==> src/rtl/spr_rom_fetch_pkg.sv <==
// Shared state type, default widths and cache sizing helpers for the sprite ROM fetch bridge.
// The optional word cache is built only when SPR_ROM_CACHE_EN is defined.
package spr_rom_fetch_pkg;

    typedef enum logic [1:0] {StIdle, StReq, StDl} fetch_state_e;

    localparam int unsigned DefAddrW = 19;
    localparam int unsigned DefDataW = 32;

    function automatic int unsigned cache_idx_w(input int unsigned lines);
        return $clog2(lines);
    endfunction

    function automatic int unsigned cache_tag_w(input int unsigned addr_w,
                                                input int unsigned lines);
        return addr_w - $clog2(lines);
    endfunction

endpackage

==> src/rtl/spr_rom_fetch_cache.sv <==
// Direct-mapped word cache for the sprite ROM fetch bridge (used under SPR_ROM_CACHE_EN).
// Lookup is combinational; writes and the flush-all take effect on the clock edge.
module spr_rom_fetch_cache
    import spr_rom_fetch_pkg::*;
#(
    parameter int unsigned ADDR_W = DefAddrW,
    parameter int unsigned DATA_W = DefDataW,
    parameter int unsigned LINES  = 16
) (
    input  logic              clk,
    input  logic              reset,
    input  logic              flush,
    input  logic [ADDR_W-1:0] lookup_addr,
    output logic              hit,
    output logic [DATA_W-1:0] hit_data,
    input  logic              wr_en,
    input  logic [ADDR_W-1:0] wr_addr,
    input  logic [DATA_W-1:0] wr_data
);
    localparam int unsigned IdxW = cache_idx_w(LINES);
    localparam int unsigned TagW = cache_tag_w(ADDR_W, LINES);

    logic [TagW-1:0]   tag_q  [LINES];
    logic [DATA_W-1:0] data_q [LINES];
    logic [LINES-1:0]  valid_q;

    logic [IdxW-1:0] rd_idx;
    logic [IdxW-1:0] wr_idx;
    logic [TagW-1:0] rd_tag;
    logic [TagW-1:0] wr_tag;

    assign rd_idx = lookup_addr[IdxW-1:0];
    assign rd_tag = lookup_addr[ADDR_W-1:IdxW];
    assign wr_idx = wr_addr[IdxW-1:0];
    assign wr_tag = wr_addr[ADDR_W-1:IdxW];

    assign hit      = valid_q[rd_idx] && (tag_q[rd_idx] == rd_tag);
    assign hit_data = data_q[rd_idx];

    always_ff @(posedge clk or posedge reset) begin
        if (reset) begin
            valid_q <= '0;
        end else if (flush) begin
            valid_q <= '0;
        end else if (wr_en) begin
            valid_q[wr_idx] <= 1'b1;
        end
    end

    // Tag/data need no reset: a line is only ever read through its valid bit.
    always_ff @(posedge clk) begin
        if (wr_en && !flush) begin
            tag_q[wr_idx]  <= wr_tag;
            data_q[wr_idx] <= wr_data;
        end
    end

endmodule

==> src/rtl/spr_rom_fetch.sv <==
// Sprite ROM word fetcher: one SDRAM read per new word address, last word held for the pixel path.
// Define SPR_ROM_CACHE_EN to serve repeated addresses from a small direct-mapped cache.
module spr_rom_fetch
    import spr_rom_fetch_pkg::*;
#(
    parameter int unsigned ADDR_W      = DefAddrW,
    parameter int unsigned DATA_W      = DefDataW,
    parameter int unsigned CACHE_LINES = 16
) (
    input  logic              clk,
    input  logic              reset,
    input  logic              ioctl_download,
    input  logic [ADDR_W-1:0] rom_addr,
    output logic [DATA_W-1:0] rom_dout,
    output logic              rom_ready,
    output logic              sdr_req,
    output logic [ADDR_W-1:0] sdr_addr,
    input  logic              sdr_ack,
    input  logic [DATA_W-1:0] sdr_data
);
    fetch_state_e state_q, state_d;

    logic [ADDR_W-1:0] cur_addr_q;
    logic [ADDR_W-1:0] done_addr_q;
    logic [ADDR_W-1:0] sdr_addr_q;
    logic [DATA_W-1:0] rom_dout_q;
    logic              done_valid_q;
    logic              rom_ready_q;
    logic              sdr_req_q;

    logic              new_addr;
    logic              ack_match;
    logic              cache_hit;
    logic [DATA_W-1:0] cache_data;
    logic              issue;
    logic              hit_load;
    logic              req_done;
    logic              accept;
    logic              flush;

    assign new_addr  = !done_valid_q || (cur_addr_q != done_addr_q);
    assign ack_match = (sdr_addr_q == cur_addr_q);

`ifdef SPR_ROM_CACHE_EN
    spr_rom_fetch_cache #(
        .ADDR_W (ADDR_W),
        .DATA_W (DATA_W),
        .LINES  (CACHE_LINES)
    ) u_cache (
        .clk         (clk),
        .reset       (reset),
        .flush       (flush),
        .lookup_addr (cur_addr_q),
        .hit         (cache_hit),
        .hit_data    (cache_data),
        .wr_en       (accept),
        .wr_addr     (sdr_addr_q),
        .wr_data     (sdr_data)
    );
`else
    logic unused_cache_cfg;
    assign unused_cache_cfg = ^CACHE_LINES;
    assign cache_hit        = 1'b0;
    assign cache_data       = '0;
`endif

    always_ff @(posedge clk or posedge reset) begin
        if (reset) begin
            state_q <= StIdle;
        end else begin
            state_q <= state_d;
        end
    end

    always_comb begin
        state_d = state_q;
        if (ioctl_download) begin
            state_d = StDl;
        end else begin
            unique case (state_q)
                StIdle:  if (new_addr && !cache_hit) state_d = StReq;
                StReq:   if (sdr_ack) state_d = StIdle;
                StDl:    state_d = StIdle;
                default: state_d = StIdle;
            endcase
        end
    end

    always_comb begin
        issue    = 1'b0;
        hit_load = 1'b0;
        req_done = 1'b0;
        accept   = 1'b0;
        flush    = 1'b0;
        if (ioctl_download) begin
            flush = 1'b1;
        end else begin
            unique case (state_q)
                StIdle: begin
                    if (new_addr) begin
                        hit_load = cache_hit;
                        issue    = !cache_hit;
                    end
                end
                StReq: begin
                    // An ack for an address the sprite block has moved away from is dropped.
                    req_done = sdr_ack;
                    accept   = sdr_ack && ack_match;
                end
                StDl:    flush = 1'b1;
                default: ;
            endcase
        end
    end

    always_ff @(posedge clk or posedge reset) begin
        if (reset) begin
            cur_addr_q   <= '0;
            done_addr_q  <= '0;
            done_valid_q <= 1'b0;
            rom_dout_q   <= '0;
            rom_ready_q  <= 1'b0;
            sdr_req_q    <= 1'b0;
            sdr_addr_q   <= '0;
        end else begin
            cur_addr_q  <= rom_addr;
            rom_ready_q <= done_valid_q && (done_addr_q == cur_addr_q);
            if (flush) begin
                sdr_req_q    <= 1'b0;
                done_valid_q <= 1'b0;
            end
            if (issue) begin
                sdr_req_q  <= 1'b1;
                sdr_addr_q <= cur_addr_q;
            end
            if (req_done) begin
                sdr_req_q <= 1'b0;
            end
            if (accept) begin
                rom_dout_q   <= sdr_data;
                done_addr_q  <= sdr_addr_q;
                done_valid_q <= 1'b1;
            end
            if (hit_load) begin
                rom_dout_q   <= cache_data;
                done_addr_q  <= cur_addr_q;
                done_valid_q <= 1'b1;
            end
        end
    end

    assign rom_dout  = rom_dout_q;
    assign rom_ready = rom_ready_q;
    assign sdr_req   = sdr_req_q;
    assign sdr_addr  = sdr_addr_q;

endmodule

==> config.mk <==
export PLATFORM = sky130hd
export DESIGN_NAME = spr_rom_fetch
export DESIGN_NICKNAME = d
export VERILOG_FILES = /design/src/rtl/spr_rom_fetch_pkg.sv /design/src/rtl/spr_rom_fetch_cache.sv /design/src/rtl/spr_rom_fetch.sv
export SDC_FILE = /design/constraint.sdc
export NUM_CORES = 1
export LEC_CHECK = 0
export ABC_CLOCK_PERIOD_IN_PS = 3350
export CAP_MARGIN = 20
export CORE_UTILIZATION = 47
export DETAILED_ROUTE_END_ITERATION = 7
export PLACE_DENSITY = 0.79
export SLEW_MARGIN = 5
export SYNTH_ARGS = -nofsm -noshare
export SYNTH_HDL_FRONTEND = slang
export SYNTH_SLANG_ARGS = --single-unit
==> constraint.sdc <==
create_clock -name clk -period 3.35 [get_ports clk]
set_input_delay 0.67 -clock clk [delete_from_list [all_inputs] [get_ports clk]]
set_output_delay 0.67 -clock clk [all_outputs]
set_load 0.05 [all_outputs]
After elaboration in Yosys (flattened, before gate mapping)
Cells that the tools add are included.
{ "word_totals": {"reg_bits": 94, "in_bits": 55, "out_inout_bits": 53, "wordCells": 40} }
{ "op_classes": {"eq_ne": 7, "n_mux": 17, "reduce_logical": 8} }
{ "op_table": {"columns": ["op", "count"], "rows": [
  ["19-bit == test", 2],
  ["19-bit inequality test", 1],
  ["1-bit two-way mux", 13],
  ["2-bit two-way mux", 3],
  ["3-bit inequality test, second input constant", 2],
  ["2-bit one-hot mux with 2 select lines", 1],
  ["3-bit nonzero test", 1],
  ["2-bit by 1-bit == test with 1-bit output, second input constant", 1],
  ["2-bit == test, second input constant", 1],
  ["1-bit logical AND", 2],
  ["2-bit zero test", 1],
  ["2-bit AND reduction", 1],
  ["2-bit nonzero test", 1],
  ["1-bit zero test", 1],
  ["1-bit logical OR", 1]
]} }

Logic depth before layout (Yosys ltp)
Gate-level depths: netlist of the first run.
{ "depth": {"depth_word": 7, "ltp_mapped": 6, "mapped_depth_nobuf": 5} }

Worst setup path after synthesis of the first run
No wires, ideal clock.
{ "synth_path": {"path_type": "register to register", "start": "register sdr_addr_q[1], in the netlist sdr_addr[1]", "end": "register done_addr_q[10]", "setup_time_ns": 0.125, "arrival_time_ns": 1.941, "t_required_ns": 3.225, "slack_ns": 1.285, "stages_incl_launch_ff": 7, "n_path_buf": 1, "period_less_slack_ns": 2.065, "cell_sequence": "dfrtp_1 xnor2_1 nand4_1 nor4_1 nand4_1 clkbuf_1 mux2_2"} }
{ "synth_via": {"elab_chain_cells": 4} }
{ "synth_lines": {"columns": ["item", "line_no", "source"], "rows": [
  ["start: declaration", "spr_rom_fetch.sv:25", "logic [ADDR_W-1:0] sdr_addr_q;"],
  ["start signal: assignment", "spr_rom_fetch.sv:134", "sdr_addr_q <= cur_addr_q;"],
  ["19-bit == test", "spr_rom_fetch.sv:42", "assign ack_match = (sdr_addr_q == cur_addr_q);"],
  ["1-bit logical AND", "spr_rom_fetch.sv:108", "accept = sdr_ack && ack_match;"],
  ["1-bit two-way mux", "spr_rom_fetch.sv:98", "unique case (state_q)"],
  ["1-bit two-way mux", "spr_rom_fetch.sv:95", "if (ioctl_download) begin"],
  ["end signal: assignment", "spr_rom_fetch.sv:141", "done_addr_q <= sdr_addr_q;"],
  ["end signal: assignment", "spr_rom_fetch.sv:146", "done_addr_q <= cur_addr_q;"],
  ["end: declaration", "spr_rom_fetch.sv:24", "logic [ADDR_W-1:0] done_addr_q;"]
]} }
No other way between the ends.
A chain may end at the register's enable or synchronous reset.

Final worst setup path of the first run
{ "layout_path": {"start": "register sdr_addr_q[12], in the netlist sdr_addr[12]", "end": "output port sdr_addr[12]"} }
{ "layout_rtl": {"columns": ["item", "line_no", "source"], "rows": [
  ["end: declaration", "spr_rom_fetch.sv:17", "output logic [ADDR_W-1:0] sdr_addr,"]
]} }
No word-level cell between the ends.

==> reports/summary.txt, run 1 <==
======================================================================================
Number of max-cap violations                                                         0
Number of synthesized flops with an enable pin                                       0
Die ar.                                                                     8250 sq um
Cell types with the highest counts after synthesis                        94 x sky130_fd_sc_hd__dfrtp_1, 69 x sky130_fd_sc_hd__mux2_2, 24 x sky130_fd_sc_hd__xnor2_1, 14 x sky130_fd_sc_hd__xor2_1, 10 x sky130_fd_sc_hd__nand4_1
CTS Hold Bufs                                                                        0
Placer congestion estimate                                                       0.750
Number of distinct standard cells referenced by the synthesized netlist             21
Actual slew at the worst max-slew pin                                         0.824 ns
Category of the most critical setup path                                       reg2out
Residual antenna-violating net count after detailed routing                          0
Instance count of the mapped netlist                                               240
Worst reg-to-reg setup slack                                                   1.18 ns
Via/cell ratio                                                                    4.97
Critical Path, Cell by Cell                                               clkdlybuf4s50_1
Power density over cell area                                               478 nW/um^2
Fraction of registers with async set or reset after synthesis                     1.00
Layout-stage area growth over the synthesis result                               38.0%
Syn. warnings                                                                        0
Fraction of power spent switching nets                                           0.285
CTS resizes                                                                          0
Gr usage total                                                                   0.196
Skew-Pair Late Insertion Delay                                                 0.36 ns
Fraction of the yosys area taken by sequential cells                             0.634
Core area                                                                   7690 sq um
CTS Root Cell                                                             sky130_fd_sc_hd__clkbuf_8
Top cell type's share of synthesized area                                        0.634
Combinational share of power                                                     0.181
Ports                                                                              108
Maximum fanout encountered on the critical timing path                               4
Unrepaired setup endpoints after global routing                                  false
Average routed wire per standard cell                                          15.8 um
Post-synthesis instance area                                                3710 sq um
Ratio of cells with drive above 1 in the final layout                            0.255
Prevailing post-synth register cell                                       sky130_fd_sc_hd__dfrtp_1
Routed wire length                                                             7.30 mm
Routed via count                                                                  2300
Req. time, crit path                                                           2.68 ns
Clock transition at the registers of the reported paths                        0.09 ns
Smallest hold slack                                                           0.511 ns
Number of global-route vias before repair                                         2490
Post-CTS setup-driven buffer insertion count                                         0
Startpoint type of the worst setup path                                       register
Type of the most critical hold path                                            reg2reg
Num rows                                                                            32
Antenna violations before repair                                                     0
Placed cells                                                                       448
Slew Limit Headroom                                                              0.450
CP arrival                                                                     1.64 ns
Dominant delay contributor by cell family on the critical path            buffers and inverters
Final Worst Setup Slack                                                        1.04 ns
Main area contributors after synthesis                                    sky130_fd_sc_hd__dfrtp_1 63%, sky130_fd_sc_hd__mux2_2 21%, sky130_fd_sc_hd__xnor2_1 5.7%
Final Skew                                                                   0.0109 ns
Clock buffer count from CTS                                                          9
Clock tree from TritonCTS                                                        built
Delay of the slowest cell on the worst path                                    0.85 ns
Maximum ir drop on the vdd rail                                               0.232 mV
Depth of the CTS H-tree                                                              3
DRC errors left                                                                      0
Chip height                                                                    90.8 um
N_diodes                                                                             0
Shortest period the worst path allows                                          2.31 ns
Proportion of power drawn by flip-flops and latches                              0.514
Static power due to leakage                                                    2.27 nW
Post-route setup TNS                                                              0 ns
Fraction of power consumed by the clock network                                  0.305
Final critical-path share of the clock period                                    0.690
Number of buffer and inverter instances along the worst setup path                   1
Post-Syn Nets                                                                      295
Number of nets in the layout                                                       412
F_max                                                                        0.432 GHz
Overall die width                                                              90.8 um
First-pass GRT wire length                                                     12.3 mm
Number of max-slew violations in the final report                                    0
CTS Buffer Depth                                                                     2
Switching power of the nets                                                     697 uW
Critical Path End Type                                                      output pin
Grt ovf                                                                              0
Final cell count without fillers                                                   463
Post-synthesis cell type with the largest combined area                   sky130_fd_sc_hd__dfrtp_1
Largest net degree at the start of global routing                                   49
Count of state elements after synthesis                                             94
Endpoints failing hold                                                               0
Count of port buffers added during placement                                       107
HPWL Detailed                                                                  5.29 mm
Int Power                                                                      1.75 mW
CTS sink count                                                                      94
Iteration-0 DRC count of the detailed router                                        59
Result of the run                                                            completed
Starting utilization of the core area                                            0.482
Slowest cell on crit path                                                 sky130_fd_sc_hd__clkdlybuf4s50_1
Count leader, synth                                                       sky130_fd_sc_hd__dfrtp_1
Synthesized area per cell                                                   15.4 sq um
Final setup viols                                                                    0
Worst setup slack after placement                                             0.656 ns
Router iterations before antenna repair                                              6
======================================================================================
-- state kept, by name, summed over array words and instances, names as in the netlist --
name and cells:
rom_ready 1, done_addr_q 19, cur_addr_q 19, state_q 2, sdr_req 1, rom_dout 32, sdr_addr 19, done_valid_q 1
-- cell families after synthesis --
logic type	count (synthesis)	synth area share
AND/OR/NAND/NOR	22	0.0334
flip-flops	94	0.634
multiplexers	70	0.213
buffers and inverters	10	0.0121
AO/OA/AOI/OAI	6	0.0176
XOR/XNOR	38	0.0898
-- cell type report --
type                    count  area (sq um)
clock buffers              10           138
flip-flops and latches     94          2350
well taps                 102           128
clock inverters             5          58.8
repair buffers            113          1120
multi-input cells         136          1310
fillers                   592          2570
inverters                   3          12.5
-- stage by stage --
| step | cell area [sq um] | total power, mW | util |
|---|---|---|---|
| after floorplan | 3710 | 1.53 | - |
| after global placement | 4920 | 1.71 | 0.640 |
| after detailed placement | 4920 | 1.72 | 0.640 |
| after CTS | 5110 | 2.48 | 0.665 |
| after global routing | 5110 | 2.56 | 0.665 |
| final | 5110 | 2.44 | 0.665 |
-- cell usage in the layout, fill, tap and decap left out, drive strengths merged, types with 2 or more instances in the layout --
master,netlist,final
xnor2,24,24
nor4,4,4
nand2,2,2
xor2,14,14
clkinvlp,0,2
clkinv,0,2
clkbuf,6,10
buf,1,6
nand4,10,10
mux2,70,70
nor2,3,3
inv,3,3
clkdlybuf4s50,0,107
dfrtp,94,94
-- metal layers --
layer | share of wire | vias up | GRT usage
li1 | - | 1069 | -
met1 | 0.41 | 1137 | 0.242
met2 | 0.48 | 83 | 0.303
met3 | 0.097 | 11 | 0.0867
met4 | 0.018 | 0 | 0.0794
met5 | 0 | - | 0
-- worst paths after layout --
| kind | cells past startpoint | to | startpoint |
|---|---|---|---|
| setup / recovery | 1 | sdr_addr[12] | sdr_addr[12] |
| hold / removal | 1 | rom_dout[31] | rom_dout[31] |
| setup reg to reg | 6 | sdr_addr[8] | cur_addr_q[5] |
| hold reg to reg | 1 | rom_dout[31] | rom_dout[31] |
| max in group asynchronous | 3 | cur_addr_q[12] | reset |
| min in group asynchronous | 2 | rom_dout[11] | reset |
-- power by group through the flow --
stage / Clock [mW] / Combinational [mW] / Sequential (mW)
4_1_cts: 0.770 / 0.449 / 1.26
3_3_place_gp: 0 / 0.442 / 1.27
2_1_floorplan: 0 / 0.114 / 1.41
6_report: 0.745 / 0.443 / 1.26
3_5_place_dp: 0 / 0.447 / 1.28
5_1_grt: 0.819 / 0.471 / 1.27
Power figures use the tool's default switching activity.
==> run 2: changes to the inputs <==
ABC_CLOCK_PERIOD_IN_PS = 2100   (was 3350)
CORE_UTILIZATION = 42   (was 47)
PLACE_DENSITY = 0.75   (was 0.79)
clock period = 2.1 ns   (was 3.35 ns; I/O delays follow)
==> run 2 against run 1 <==
Global-route usage down 1.9 points. Die area up 12%. Cell count up 1.7%. Non-clock buffer count up 4. Power up 61%. Clock power up 62%. Clock skew down 0.0048 ns. Worst hold slack worse by 0.10 ns. Critical path type unchanged. Largest power group unchanged.
==> reports/summary.txt, run 2 (synthesized netlist as in run 1, its figures left out) <==
=================================================================================
Shortest period the worst path allows                                     2.05 ns
Starting utilization of the core area                                       0.442   -0.0400
Maximum fanout encountered on the critical timing path                          4   unchanged
Final Worst Setup Slack                                                 0.0451 ns   -0.993 ns
Routed via count                                                             2302   +0.087%
Result of the run                                                       completed
Critical Path, Cell by Cell                                          clkdlybuf4s50_1
DRC errors left                                                                 0   unchanged
Worst reg-to-reg setup slack                                              0.10 ns   -1.08 ns
Clock buffer count from CTS                                                     9   unchanged
Fraction of power spent switching nets                                      0.279   -0.00639
Maximum ir drop on the vdd rail                                          0.375 mV   +61%
Tot Pwr                                                                   3.92 mW   +61%
Worst setup slack after placement                                       -0.188 ns   -0.844 ns
Final cell count without fillers                                              471   +1.7%
CTS sink count                                                                 94   unchanged
Critical Path End Type                                                 output pin
First-pass GRT wire length                                                12.1 mm   -2.0%
Number of max-cap violations                                                    0   unchanged
Overall die width                                                         96.0 um   +5.7%
Clock tree from TritonCTS                                                   built
Final Skew                                                             0.00610 ns   -0.00479 ns
Commonest non-fill, non-tap cells in the layout                      104 x sky130_fd_sc_hd__clkdlybuf4s50_1, 94 x sky130_fd_sc_hd__dfrtp_1, 69 x sky130_fd_sc_hd__mux2_2
Req. time, crit path                                                      1.68 ns   -1.00 ns
Largest net degree at the start of global routing                              32   -35%
Post-route setup TNS                                                         0 ns   unchanged
Gr usage total                                                              0.177   -0.0190
Number of max-slew violations in the final report                               0   unchanged
Category of the most critical setup path                                  reg2out
Smallest hold slack                                                      0.408 ns   -0.103 ns
Proportion of power drawn by flip-flops and latches                         0.511   -0.003
CTS Buffer Depth                                                                2   unchanged
Core area                                                              8380 sq um   +9.0%
Number of nets in the layout                                                  416   +0.97%
Final critical-path share of the clock period                               0.979
Die ar.                                                                9210 sq um   +12%
Via/cell ratio                                                               4.89   -1.6%
Dominant delay contributor by cell family on the critical path       buffers and inverters
Router iterations before antenna repair                                         4   -2
Most common library cell in the layout ignoring fill and taps        sky130_fd_sc_hd__clkdlybuf4s50_1
Startpoint type of the worst setup path                                  register
Grt ovf                                                                         0   unchanged
Type of the most critical hold path                                      in2async
Count of port buffers added during placement                                  107   unchanged
Chip height                                                               96.0 um   +5.7%
Fraction of power consumed by the clock network                             0.308   +0.003
Final setup viols                                                               0   unchanged
Iteration-0 DRC count of the detailed router                                   65   +10%
Switching power of the nets                                               1.09 mW   +57%
Delay of the slowest cell on the worst path                               0.84 ns   about the same
Residual antenna-violating net count after detailed routing                     0   unchanged
Number of buffer and inverter instances along the worst setup path              1   unchanged
CTS Root Cell                                                        sky130_fd_sc_hd__clkbuf_8
Depth of the CTS H-tree                                                         3   unchanged
Actual slew at the worst max-slew pin                                    0.533 ns   -0.291 ns
Final standard cell utilization of the core                                 0.620   -0.0454
F_max                                                                   0.487 GHz
Placed cells                                                                  455   +1.6%
Combinational share of power                                                0.181   about the same
Design Area, Final                                                     5200 sq um   +1.6%
Unrepaired setup endpoints after global routing                             false
Ratio of cells with drive above 1 in the final layout                       0.262   +0.00745
Dpl cell area                                                          4990 sq um   +1.5%
Int Power                                                                 2.83 mW   +62%
Number of flip-flops under the largest register name                           32   unchanged
Average routed wire per standard cell                                     15.6 um   -1.0%
Skew-Pair Late Insertion Delay                                            0.35 ns   about the same
Clock transition at the registers of the reported paths                   0.09 ns   about the same
Endpoints failing hold                                                          0   unchanged
HPWL Detailed                                                             5.43 mm   +2.6%
Number of global-route vias before repair                                    2466   -0.96%
Static power due to leakage                                               2.33 nW   +2.5%
Power density over cell area                                          755 nW/um^2   +58%
Num rows                                                                       33   +3.1%
Routed wire length                                                        7.35 mm   +0.67%
Layout-stage area growth over the synthesis result                          40.2%
Antenna violations before repair                                                0   unchanged
CP arrival                                                                1.63 ns   about the same
Placer congestion estimate                                                  0.707   -5.8%
CTS Hold Bufs                                                                   0   unchanged
N_diodes                                                                        0   unchanged
Ports                                                                         108   unchanged
Slew Limit Headroom                                                         0.644   +0.194
Slowest cell on crit path                                            sky130_fd_sc_hd__clkdlybuf4s50_1
=================================================================================
[run 2: timing repair]
item                                    CTS  global route
endpoints found under the setup margin    0             2
gates resized for setup                   0             2
setup buffers                             0             0
[run 2: layout make-up]
cell class | instances | area, sq um
sequential | 94 | 2350
inverter | 3 | 15.0
timing repair buffer | 117 | 1190
tap | 105 | 131
clock inverter | 3 | 42.5
clock buffer | 13 | 159
fill | 659 | 3190
multi-input combinational | 136 | 1310
[run 2: final timing paths]
path                         startpoint              to  cells past startpoint
max                         sdr_addr[4]     sdr_addr[4]                      1
min                               reset  cur_addr_q[13]                      2
max reg2reg                 sdr_addr[7]  done_addr_q[9]                      5
min reg2reg                 rom_dout[6]     rom_dout[6]                      1
max in group asynchronous         reset     rom_dout[4]                      3
min in group clk           rom_addr[11]  cur_addr_q[11]                      1
[run 2: layer usage]
metal / GRT usage / wire length [um]
met3: 0.0766 / 627
met2: 0.265 / 3340
met5: 0 / 0
met4: 0.0672 / 64
met1: 0.229 / 3310
[run 2: power groups by stage]
stage	Clock [mW]	Combinational, mW	Sequential [mW]
global placement	0	0.713	2.03
CTS	1.25	0.722	2.00
detailed placement	0	0.718	2.04
finish	1.21	0.712	2.00
global route	1.32	0.757	2.02
floorplan	0	0.182	2.25
